===== src/rtl/uart_rx_fifo.sv =====
// rtl/uart_rx_fifo.sv - 8N1 UART receiver with show-ahead receive FIFO and sticky error flags
//
// Ports:
//   clk        SoC clock
//   rst_n      asynchronous active-low reset
//   uart_rx    raw serial line, idle high, asynchronous to clk
//   rd_data    head-of-FIFO byte (show-ahead), zero while rd_valid=0
//   rd_valid   FIFO not empty
//   rd_ready   pops the head byte on an edge where rd_valid && rd_ready
//   count      number of bytes queued (0..depth)
//   overrun    sticky: a received byte was dropped because the FIFO was full
//   frame_err  sticky: a stop bit was sampled low
//   err_clr    clears overrun and frame_err (a same-cycle set wins)
module uart_rx_fifo #(
  parameter int CLK_FREQ        = 20_250_000,
  parameter int BAUD_RATE       = 115200,
  parameter int FIFO_ADDR_WIDTH = 3
) (
  input  logic                       clk,
  input  logic                       rst_n,
  input  logic                       uart_rx,
  output logic [7:0]                 rd_data,
  output logic                       rd_valid,
  input  logic                       rd_ready,
  output logic [FIFO_ADDR_WIDTH:0]   count,
  output logic                       overrun,
  output logic                       frame_err,
  input  logic                       err_clr
);

  localparam int CLKS_PER_BIT = CLK_FREQ / BAUD_RATE;
  localparam int DEPTH        = 1 << FIFO_ADDR_WIDTH;
  localparam int TW           = (CLKS_PER_BIT > 2) ? $clog2(CLKS_PER_BIT) : 1;

  localparam logic [TW-1:0] T_FULL = TW'(CLKS_PER_BIT - 1);
  localparam logic [TW-1:0] T_HALF = TW'(CLKS_PER_BIT / 2 - 1);
  localparam logic [FIFO_ADDR_WIDTH:0] C_FULL = (FIFO_ADDR_WIDTH + 1)'(DEPTH);

  localparam logic [2:0] ST_IDLE  = 3'd0;
  localparam logic [2:0] ST_START = 3'd1;
  localparam logic [2:0] ST_DATA  = 3'd2;
  localparam logic [2:0] ST_STOP  = 3'd3;
  localparam logic [2:0] ST_BREAK = 3'd4;

  logic                       rx_meta;
  logic                       rxs;
  logic [2:0]                 state;
  logic [TW-1:0]              timer;
  logic [2:0]                 idx;
  logic [7:0]                 shreg;
  logic [7:0]                 mem [DEPTH];
  logic [FIFO_ADDR_WIDTH-1:0] wr_ptr;
  logic [FIFO_ADDR_WIDTH-1:0] rd_ptr;

  logic bit_end;
  logic stop_ok;
  logic stop_bad;
  logic full;
  logic do_pop;
  logic do_push;
  logic drop;

  assign bit_end  = (timer == T_FULL);
  assign stop_ok  = (state == ST_STOP) && bit_end && rxs;
  assign stop_bad = (state == ST_STOP) && bit_end && !rxs;
  assign full     = (count == C_FULL);
  assign rd_valid = (count != '0);
  assign do_pop   = rd_valid && rd_ready;
  // A pop in the same cycle frees the slot, so a full FIFO can still accept.
  assign do_push  = stop_ok && (!full || do_pop);
  assign drop     = stop_ok && full && !do_pop;
  assign rd_data  = rd_valid ? mem[rd_ptr] : 8'h00;

  // Two-flop synchronizer; reset to the idle line level.
  always_ff @(posedge clk or negedge rst_n) begin
    if (!rst_n) begin
      rx_meta <= 1'b1;
      rxs     <= 1'b1;
    end else begin
      rx_meta <= uart_rx;
      rxs     <= rx_meta;
    end
  end

  always_ff @(posedge clk or negedge rst_n) begin
    if (!rst_n) begin
      state <= ST_IDLE;
      timer <= '0;
      idx   <= 3'd0;
      shreg <= 8'h00;
    end else begin
      case (state)
        ST_IDLE: begin
          if (!rxs) begin
            timer <= '0;
            state <= ST_START;
          end
        end
        ST_START: begin
          // Mid-bit check rejects glitches shorter than half a bit.
          if (timer == T_HALF) begin
            if (rxs) begin
              state <= ST_IDLE;
            end else begin
              timer <= '0;
              idx   <= 3'd0;
              state <= ST_DATA;
            end
          end else begin
            timer <= timer + 1'b1;
          end
        end
        ST_DATA: begin
          if (bit_end) begin
            timer      <= '0;
            shreg[idx] <= rxs;
            if (idx == 3'd7) begin
              state <= ST_STOP;
            end else begin
              idx <= idx + 3'd1;
            end
          end else begin
            timer <= timer + 1'b1;
          end
        end
        ST_STOP: begin
          if (bit_end) begin
            timer <= '0;
            state <= rxs ? ST_IDLE : ST_BREAK;
          end else begin
            timer <= timer + 1'b1;
          end
        end
        ST_BREAK: begin
          // Hold here so a line stuck low reports one error, not 0x00 bytes.
          if (rxs) begin
            state <= ST_IDLE;
          end
        end
        default: state <= ST_IDLE;
      endcase
    end
  end

  // Storage has no reset; rd_data is masked while the FIFO is empty.
  always_ff @(posedge clk) begin
    if (do_push) begin
      mem[wr_ptr] <= shreg;
    end
  end

  always_ff @(posedge clk or negedge rst_n) begin
    if (!rst_n) begin
      wr_ptr <= '0;
      rd_ptr <= '0;
      count  <= '0;
    end else begin
      if (do_push) begin
        wr_ptr <= wr_ptr + 1'b1;
      end
      if (do_pop) begin
        rd_ptr <= rd_ptr + 1'b1;
      end
      case ({do_push, do_pop})
        2'b10:   count <= count + 1'b1;
        2'b01:   count <= count - 1'b1;
        default: count <= count;
      endcase
    end
  end

  always_ff @(posedge clk or negedge rst_n) begin
    if (!rst_n) begin
      overrun   <= 1'b0;
      frame_err <= 1'b0;
    end else begin
      if (drop) begin
        overrun <= 1'b1;
      end else if (err_clr) begin
        overrun <= 1'b0;
      end
      if (stop_bad) begin
        frame_err <= 1'b1;
      end else if (err_clr) begin
        frame_err <= 1'b0;
      end
    end
  end

endmodule


===== config.mk =====
export PLATFORM = sky130hd
export DESIGN_NAME = uart_rx_fifo
export DESIGN_NICKNAME = d
export VERILOG_FILES = /design/src/rtl/uart_rx_fifo.sv
export SDC_FILE = /design/constraint.sdc
export NUM_CORES = 1
export LEC_CHECK = 0
export ABC_AREA = 1
export BUFFER_PORTS_ARGS = -buffer_cell sky130_fd_sc_hd__buf_2
export CAP_MARGIN = 20
export CORE_ASPECT_RATIO = 0.6
export CORE_MARGIN = 2
export CORE_UTILIZATION = 58
export CTS_CLUSTER_SIZE = 16
export DETAILED_ROUTE_END_ITERATION = 6
export PLACE_DENSITY = 0.76
export SYNTH_ARGS = -nofsm -noshare
export SYNTH_HDL_FRONTEND = slang
export SYNTH_SLANG_ARGS = --single-unit

===== constraint.sdc =====
create_clock -name clk -period 3.93 [get_ports clk]
set_input_delay 0.5895 -clock clk [delete_from_list [all_inputs] [get_ports clk]]
set_output_delay 0.5895 -clock clk [all_outputs]
set_load 0.01 [all_outputs]

==> impl_metrics.py, run 1 <==
metrics = {
    "status": {
        "status": "finished clean",
    },
    "power": {
        "clkPwrFrac_pct": 29.4,
        "power.share.sequential_pct": 43.4,
        "switchingPower_uw": 953,
        "combPwrFrac_pct": 27.3,
        "intPower_uw": 1890,
        "peakVddDrop_mv": 0.244,
        "leakage_uw": 0.00212,
        "switching_share_pct": 33.5,
        "powerDensity_nw_per_um2": 577,
    },
    "floorplan": {
        "start_util_pct": 60.4,
        "die_y_um": 71.5,
        "design.core.area_sq_um": 7300,
        "boundaryPins": 20,
        "rows": 24,
        "dieArea_sq_um": 8330,
        "die_w_um": 117,
    },
    "sta": {
        "fin_skew_ns": 0.00565,
        "fin_crit_ns": 2.96,
        "slew_viol_final": 0,
        "setup-tns-final_ns": 0,
        "worst_pin_slew_ns": 0.966,
        "fmaxAchievable_ghz": 0.338,
        "setup_viol": 0,
        "slew_headroom_pct": 35.6,
        "post-route-period-util_pct": 75.4,
        "rsz0062_at_grt": "false",
        "hold_viol_final": 0,
    },
    "routing": {
        "drc": 0,
        "wl_met3_um": 918,
        "wl_met1_um": 4330,
        "viasPerCell": 5.62,
        "wl_met2_um": 3810,
        "firstDrtPassIters": 5,
        "drt-total-wl_um": 9110,
        "ant_nets": 0,
        "topRoutingLayerUsed": "met4",
        "first_iter_violations": 395,
        "wl_per_cell_um": 16.5,
        "num_vias": 3096,
    },
    "logic_synthesis": {
        "ys_seq_elements": 100,
        "synth.cell_area_sq_um": 4410,
        "syn_inst": 415,
        "synth_simple_gate_area_share_pct": 18.0,
        "ys_seq_area_share_pct": 64.1,
        "synth_xor_area_share_pct": 0.994,
        "synth_nets": 427,
        "synth_cell_types": 29,
        "synth_fa_ha_area_share_pct": 1.99,
        "synth_compound_area_share_pct": 10.7,
        "synth_area_per_cell_sq_um": 10.6,
        "ys_warn_count": 0,
        "synth_top_family_by_area": "simple AND/OR/NAND/NOR gates",
        "synth_mux_area_share_pct": 0,
    },
    "setup_path": {
        "timing.rr.start": "timer[0]",
        "cp_slowest_cell": "inv_1",
        "cp_common_cell": "nor2_1",
        "crit_arrival_ns": 2.37,
        "end_kind": "primary output",
        "worstSetupPathType": "register to primary output",
        "cp_data_required_time_ns": 3.34,
        "path_buf_inv": 3,
        "cp_max_fo": 35,
        "critPathLaunch": "rd_ptr[0]",
        "slowest_delay_ns": 0.70,
        "path_cells": "buf_4 -> inv_1 -> nor2_1 -> o32ai_1 -> nor2_1 -> nor2_1 -> buf_2",
        "critical-path-top-delay-family": "buffers and inverters",
        "cp-start-kind": "register",
    },
    "clocking": {
        "clockBufferDepth": 2,
        "numCtsBuffers": 9,
        "clk_latency_ns": 0.34,
        "clk_pin_slew_ns": 0.07,
        "cts.sinks": 100,
        "cts_setup_buffers": 0,
        "htreeDepth": 3,
        "cts_tree": "built",
        "post_cts_resized": 0,
        "hold_buffers": 0,
        "cts_root_buf": "clkbuf_16",
    },
    "grt": {
        "grt_max_degree": 37,
        "grtUsageTotal_pct": 24.3,
        "grt-ovfl-total": 0,
        "antenna_found_initial": 0,
        "grt_pass1_vias": 2817,
        "grt_pass1_wl_um": 14700,
    },
    "placed_design": {
        "routabilityCongestion": 0.854,
        "portBuffers": 19,
        "dp_hpwl_um": 6390,
    },
    "worst_hold_path": {
        "hp-class": "primary input to async pin",
    },
    "finish": {
        "drive_above_1_share_pct": 15.4,
        "mostFrequentLayoutCell": "nor2_1",
        "synthToLayoutAreaGrowth_pct": 11.9,
        "diodes": 0,
        "nets": 454,
        "final_cell_mix": "nor2_1 (73), edfxtp_1 (64), nand2_1 (53)",
        "finish.utilization_pct": 67.6,
    },
    "run": {
        "cap_violations": 0,
    },
}
-- path summary, 6_finish.rpt --
check                      slack [ns]    endpoint  depth (start not counted)
hold reg to reg                  0.36         rxs                          0
setup / recovery                 0.97  rd_data[6]                          7
min in group clk                 0.34     rx_meta                          1
max in group asynchronous        3.09    count[3]                          1
setup reg to reg                 1.36   mem[5][0]                         11
hold / removal                   0.33    timer[0]                          1
-- cells by family after synthesis --
kind of cell	count (synthesis)
adders and majority gates	7
xor gates and xnor gates	5
and+or+nand+nor	179
DFF	100
AOI/OAI and AO/OA	76
buffers and inverters	48
-- layout make-up --
type / instances / area (sq um)
Clock buffer: 9 / 225
Sequential cell: 100 / 2830
Timing Repair Buffer: 28 / 160
Tap cell: 104 / 130
Multi-Input combinational cell: 267 / 1400
Fill cell: 539 / 2370
Clock inverter: 7 / 58.8
Inverter: 36 / 135
-- worst reg2reg max path, delay by kind of cell (launching register included) --
| family | cells | cell delay [ns] |
|---|---|---|
| flops | 1 | 0.40 |
| buf+inv | 3 | 0.48 |
| simple gates | 7 | 1.23 |
| fa+ha+maj | 1 | 0.19 |
-- stage by stage --
stage	cell area [sq um]	hold WS [ns]	total power (uW)	instances	setup slack, ns
2_1_floorplan	4410	0.294	1810	415	1.67
3_3_place_gp	4620	0.347	2020	531	1.20
3_5_place_dp	4640	0.352	2030	534	1.25
4_1_cts	4920	0.326	2860	550	0.942
5_1_grt	4930	0.331	3020	551	0.746
6_report	4930	0.326	2840	551	0.968
-- flip-flops by register name, summed over array words and instances, names as in the netlist --
signal,flops
count,4
frame_err,1
idx,3
mem,64
overrun,1
rd_ptr,3
rx_meta,1
rxs,1
shreg,8
state,3
timer,8
wr_ptr,3
-- per-layer routing --
layer	GRT usage, %	up-vias
li1	-	1497
met1	38.2	1456
met2	32.2	136
met3	8.38	7
met4	6.48	0
met5	0	-
-- Yosys cell counts, drive strengths merged --
| library cell | number | share of area [%] |
|---|---|---|
| xor2 | 5 | 0.99 |
| buf | 3 | 0.34 |
| dfrtp | 34 | 19 |
| o21ai | 52 | 6.1 |
| nand3b | 4 | 0.68 |
| o211ai | 1 | 0.28 |
| dfstp | 2 | 1.2 |
| or2 | 2 | 0.40 |
| o22ai | 5 | 0.71 |
| a31oi | 1 | 0.28 |
| o31ai | 1 | 0.17 |
| edfxtp | 64 | 44 |
| inv | 36 | 3.1 |
| ha | 7 | 2.0 |
| nor3 | 9 | 1.0 |
| clkbuf | 9 | 0.77 |
| nand4 | 2 | 0.28 |
| o32ai | 16 | 3.2 |
| nor2 | 81 | 7.6 |
| nand3 | 24 | 2.8 |
| nand2 | 57 | 5.2 |
-- power groups by stage --
stage	registers, uW	clock network, uW	logic [uW]
finish	1230	835	776
global route	1240	894	887
CTS	1230	847	779
detailed placement	1250	0	775
global placement	1250	0	763
floorplan	1210	0	598
(Power assumes the default switching activity.)
==> run 2: changes to the inputs <==
--- a/config.mk
+++ b/config.mk
@@ -10,10 +10,10 @@
 export CAP_MARGIN = 20
 export CORE_ASPECT_RATIO = 0.6
 export CORE_MARGIN = 2
-export CORE_UTILIZATION = 58
+export CORE_UTILIZATION = 55
 export CTS_CLUSTER_SIZE = 16
 export DETAILED_ROUTE_END_ITERATION = 6
-export PLACE_DENSITY = 0.76
+export PLACE_DENSITY = 0.75
 export SYNTH_ARGS = -nofsm -noshare
 export SYNTH_HDL_FRONTEND = slang
 export SYNTH_SLANG_ARGS = --single-unit
==> constraint.sdc (replaced) <==
create_clock -name clk -period 2.5 [get_ports clk]
set_input_delay 0.375 -clock clk [delete_from_list [all_inputs] [get_ports clk]]
set_output_delay 0.375 -clock clk [all_outputs]
set_load 0.01 [all_outputs]
==> run 2 against run 1 <==
  * Sequential power rose by 55%
  * Die area grew 5.2%
  * Sequential share of layout area is 0.79 points lower
  * Clock power rose by 66%
  * Critical path type unchanged
  * Cell area increased by 1.4%
  * Flip-flop and latch count is the same
  * Critical path depth unchanged
  * Critical endpoint is now rd_data[0]
  * Setup slack lost 0.80 ns
  * Register-to-register slack got worse by 1.0 ns
  * Global-route usage decreased by 1.3 points
==> impl_metrics.py, run 2 (synthesis results as in run 1) <==
metrics = {
    "sta": {
        "setup-tns-final_ns": 0,
        "setup_viol": 0,
        "fin_skew_ns": 0.00562,
        "fmaxAchievable_ghz": 0.430,
        "hold_viol_final": 0,
        "slew_viol_final": 0,
        "post-route-period-util_pct": 93.1,
        "fin_crit_ns": 2.33,
        "slew_headroom_pct": 45.9,
        "rsz0062_at_grt": "false",
        "worst_pin_slew_ns": 0.811,
    },
    "placed_design": {
        "place_inst": 544,
        "routabilityCongestion": 0.873,
        "dp_hpwl_um": 6370,
        "portBuffers": 19,
    },
    "grt": {
        "grt_pass1_vias": 2864,
        "antenna_found_initial": 0,
        "grt_pass1_wl_um": 14900,
        "grtUsageTotal_pct": 22.9,
        "grt_max_degree": 37,
        "grt-ovfl-total": 0,
    },
    "setup_path": {
        "cp_max_fo": 32,
        "cp_slowest_cell": "dfrtp_1",
        "end_kind": "primary output",
        "timing.rr.start": "timer[0]",
        "cp-start-kind": "register",
        "path_buf_inv": 3,
        "path_cells": "inv_1 -> buf_4 -> nor2_1 -> o32ai_1 -> o21ai_0 -> nor2_1 -> buf_2",
        "r2r_cells": 11,
        "r2r_slack_ns": 0.34,
        "critical-path-top-delay-family": "buffers and inverters",
        "slowest_delay_ns": 0.40,
        "cp_common_cell": "nor2_1",
        "cp_data_required_time_ns": 2.12,
        "crit_arrival_ns": 1.95,
        "r2r_end": "mem[5][2]",
        "worstSetupPathType": "register to primary output",
    },
    "clocking": {
        "cts_tree": "built",
        "post_cts_resized": 0,
        "hold_buffers": 0,
        "clk_latency_ns": 0.34,
        "clk_pin_slew_ns": 0.07,
        "htreeDepth": 3,
        "clockBufferDepth": 2,
        "cts.sinks": 100,
        "cts_setup_buffers": 0,
        "numCtsBuffers": 9,
        "cts_root_buf": "clkbuf_16",
    },
    "finish": {
        "drive_above_1_share_pct": 16.4,
        "diodes": 0,
        "largest_register_ff_count": 64,
        "mostFrequentLayoutCell": "nor2_1",
        "nets": 459,
        "largest_register": "mem",
        "reg_top3": "mem x64, shreg x8, timer x8",
        "final_cell_mix": "nor2_1 (73), edfxtp_1 (64), nand2_1 (53)",
        "stdcell_count": 560,
        "synthToLayoutAreaGrowth_pct": 13.5,
    },
    "floorplan": {
        "dieArea_sq_um": 8770,
        "boundaryPins": 20,
        "design.core.area_sq_um": 7820,
        "die_y_um": 73.3,
        "die_w_um": 120,
        "start_util_pct": 56.3,
        "rows": 25,
    },
    "routing": {
        "wl_per_cell_um": 16.4,
        "first_iter_violations": 324,
        "drc": 0,
        "num_vias": 3137,
        "firstDrtPassIters": 5,
        "drt-total-wl_um": 9170,
        "viasPerCell": 5.60,
        "ant_nets": 0,
    },
    "power": {
        "peakVddDrop_mv": 0.481,
        "leakage_uw": 0.00216,
        "powerDensity_nw_per_um2": 936,
    },
    "run": {
        "cap_violations": 0,
    },
    "worst_hold_path": {
        "hp-class": "primary input to async pin",
    },
    "status": {
        "status": "finished clean",
    },
}
-- run 2: final cells by class --
type	count	area [sq um]
Clock buffer	9	225
Timing Repair Buffer	33	200
Multi-Input combinational cell	267	1400
Tap cell	108	135
Sequential cell	100	2830
Inverter	36	135
Clock inverter	7	82.6
Fill cell	617	2820
-- run 2: through the flow --
step | setup WS (ns) | power [uW] | hold slack, ns | utilization (%) | area [sq um]
3_3_place_gp | 0.440 | 3270 | 0.347 | 60.0 | 4690
4_1_cts | 0.153 | 4710 | 0.113 | 63.9 | 5000
3_5_place_dp | 0.344 | 3310 | 0.347 | 60.0 | 4690
5_1_grt | 0.0171 | 4940 | 0.118 | 63.9 | 5000
6_report | 0.173 | 4680 | 0.126 | 63.9 | 5000
2_1_floorplan | 0.239 | 2840 | 0.0794 | - | 4410
-- run 2: worst reg2reg max path, stage by stage (launching register included) --
cell	delay [ns]
dfrtp_1	0.40
inv_1	0.11
ha_1	0.18
nand2_1	0.07
nor2_2	0.13
nand3_2	0.10
nor2_2	0.10
nand2_2	0.07
inv_2	0.10
nand2_1	0.11
nor3_1	0.30
buf_4	0.23
-- run 2: worst max path at each step --
| stage | start | to | slack, ns | cells after the start |
|---|---|---|---|---|
| after floorplan | timer[0] | mem[0][0] | 0.24 | 9 |
| after global placement | timer[0] | mem[5][3] | 0.44 | 11 |
| after detailed placement | timer[0] | mem[5][3] | 0.34 | 11 |
| after CTS | rd_ptr[0] | rd_data[3] | 0.15 | 7 |
| after global routing | rd_ptr[0] | rd_data[0] | 0.02 | 7 |
| final | rd_ptr[0] | rd_data[0] | 0.17 | 7 |
-- run 2: per-layer routing --
metal  global-route usage, %  part of all wire (%)  vias up
met5                       0                     0        -
met4                    6.27                  0.67        0
met3                    6.21                   7.1        6
met2                    33.0                    44      101
met1                    34.7                    48     1515
li1                        -                     -     1515
-- run 2: power by group --
| part | switching [uW] | internal [uW] |
|---|---|---|
| registers | 108 | 1810 |
| clock network | 605 | 789 |
| logic | 864 | 510 |
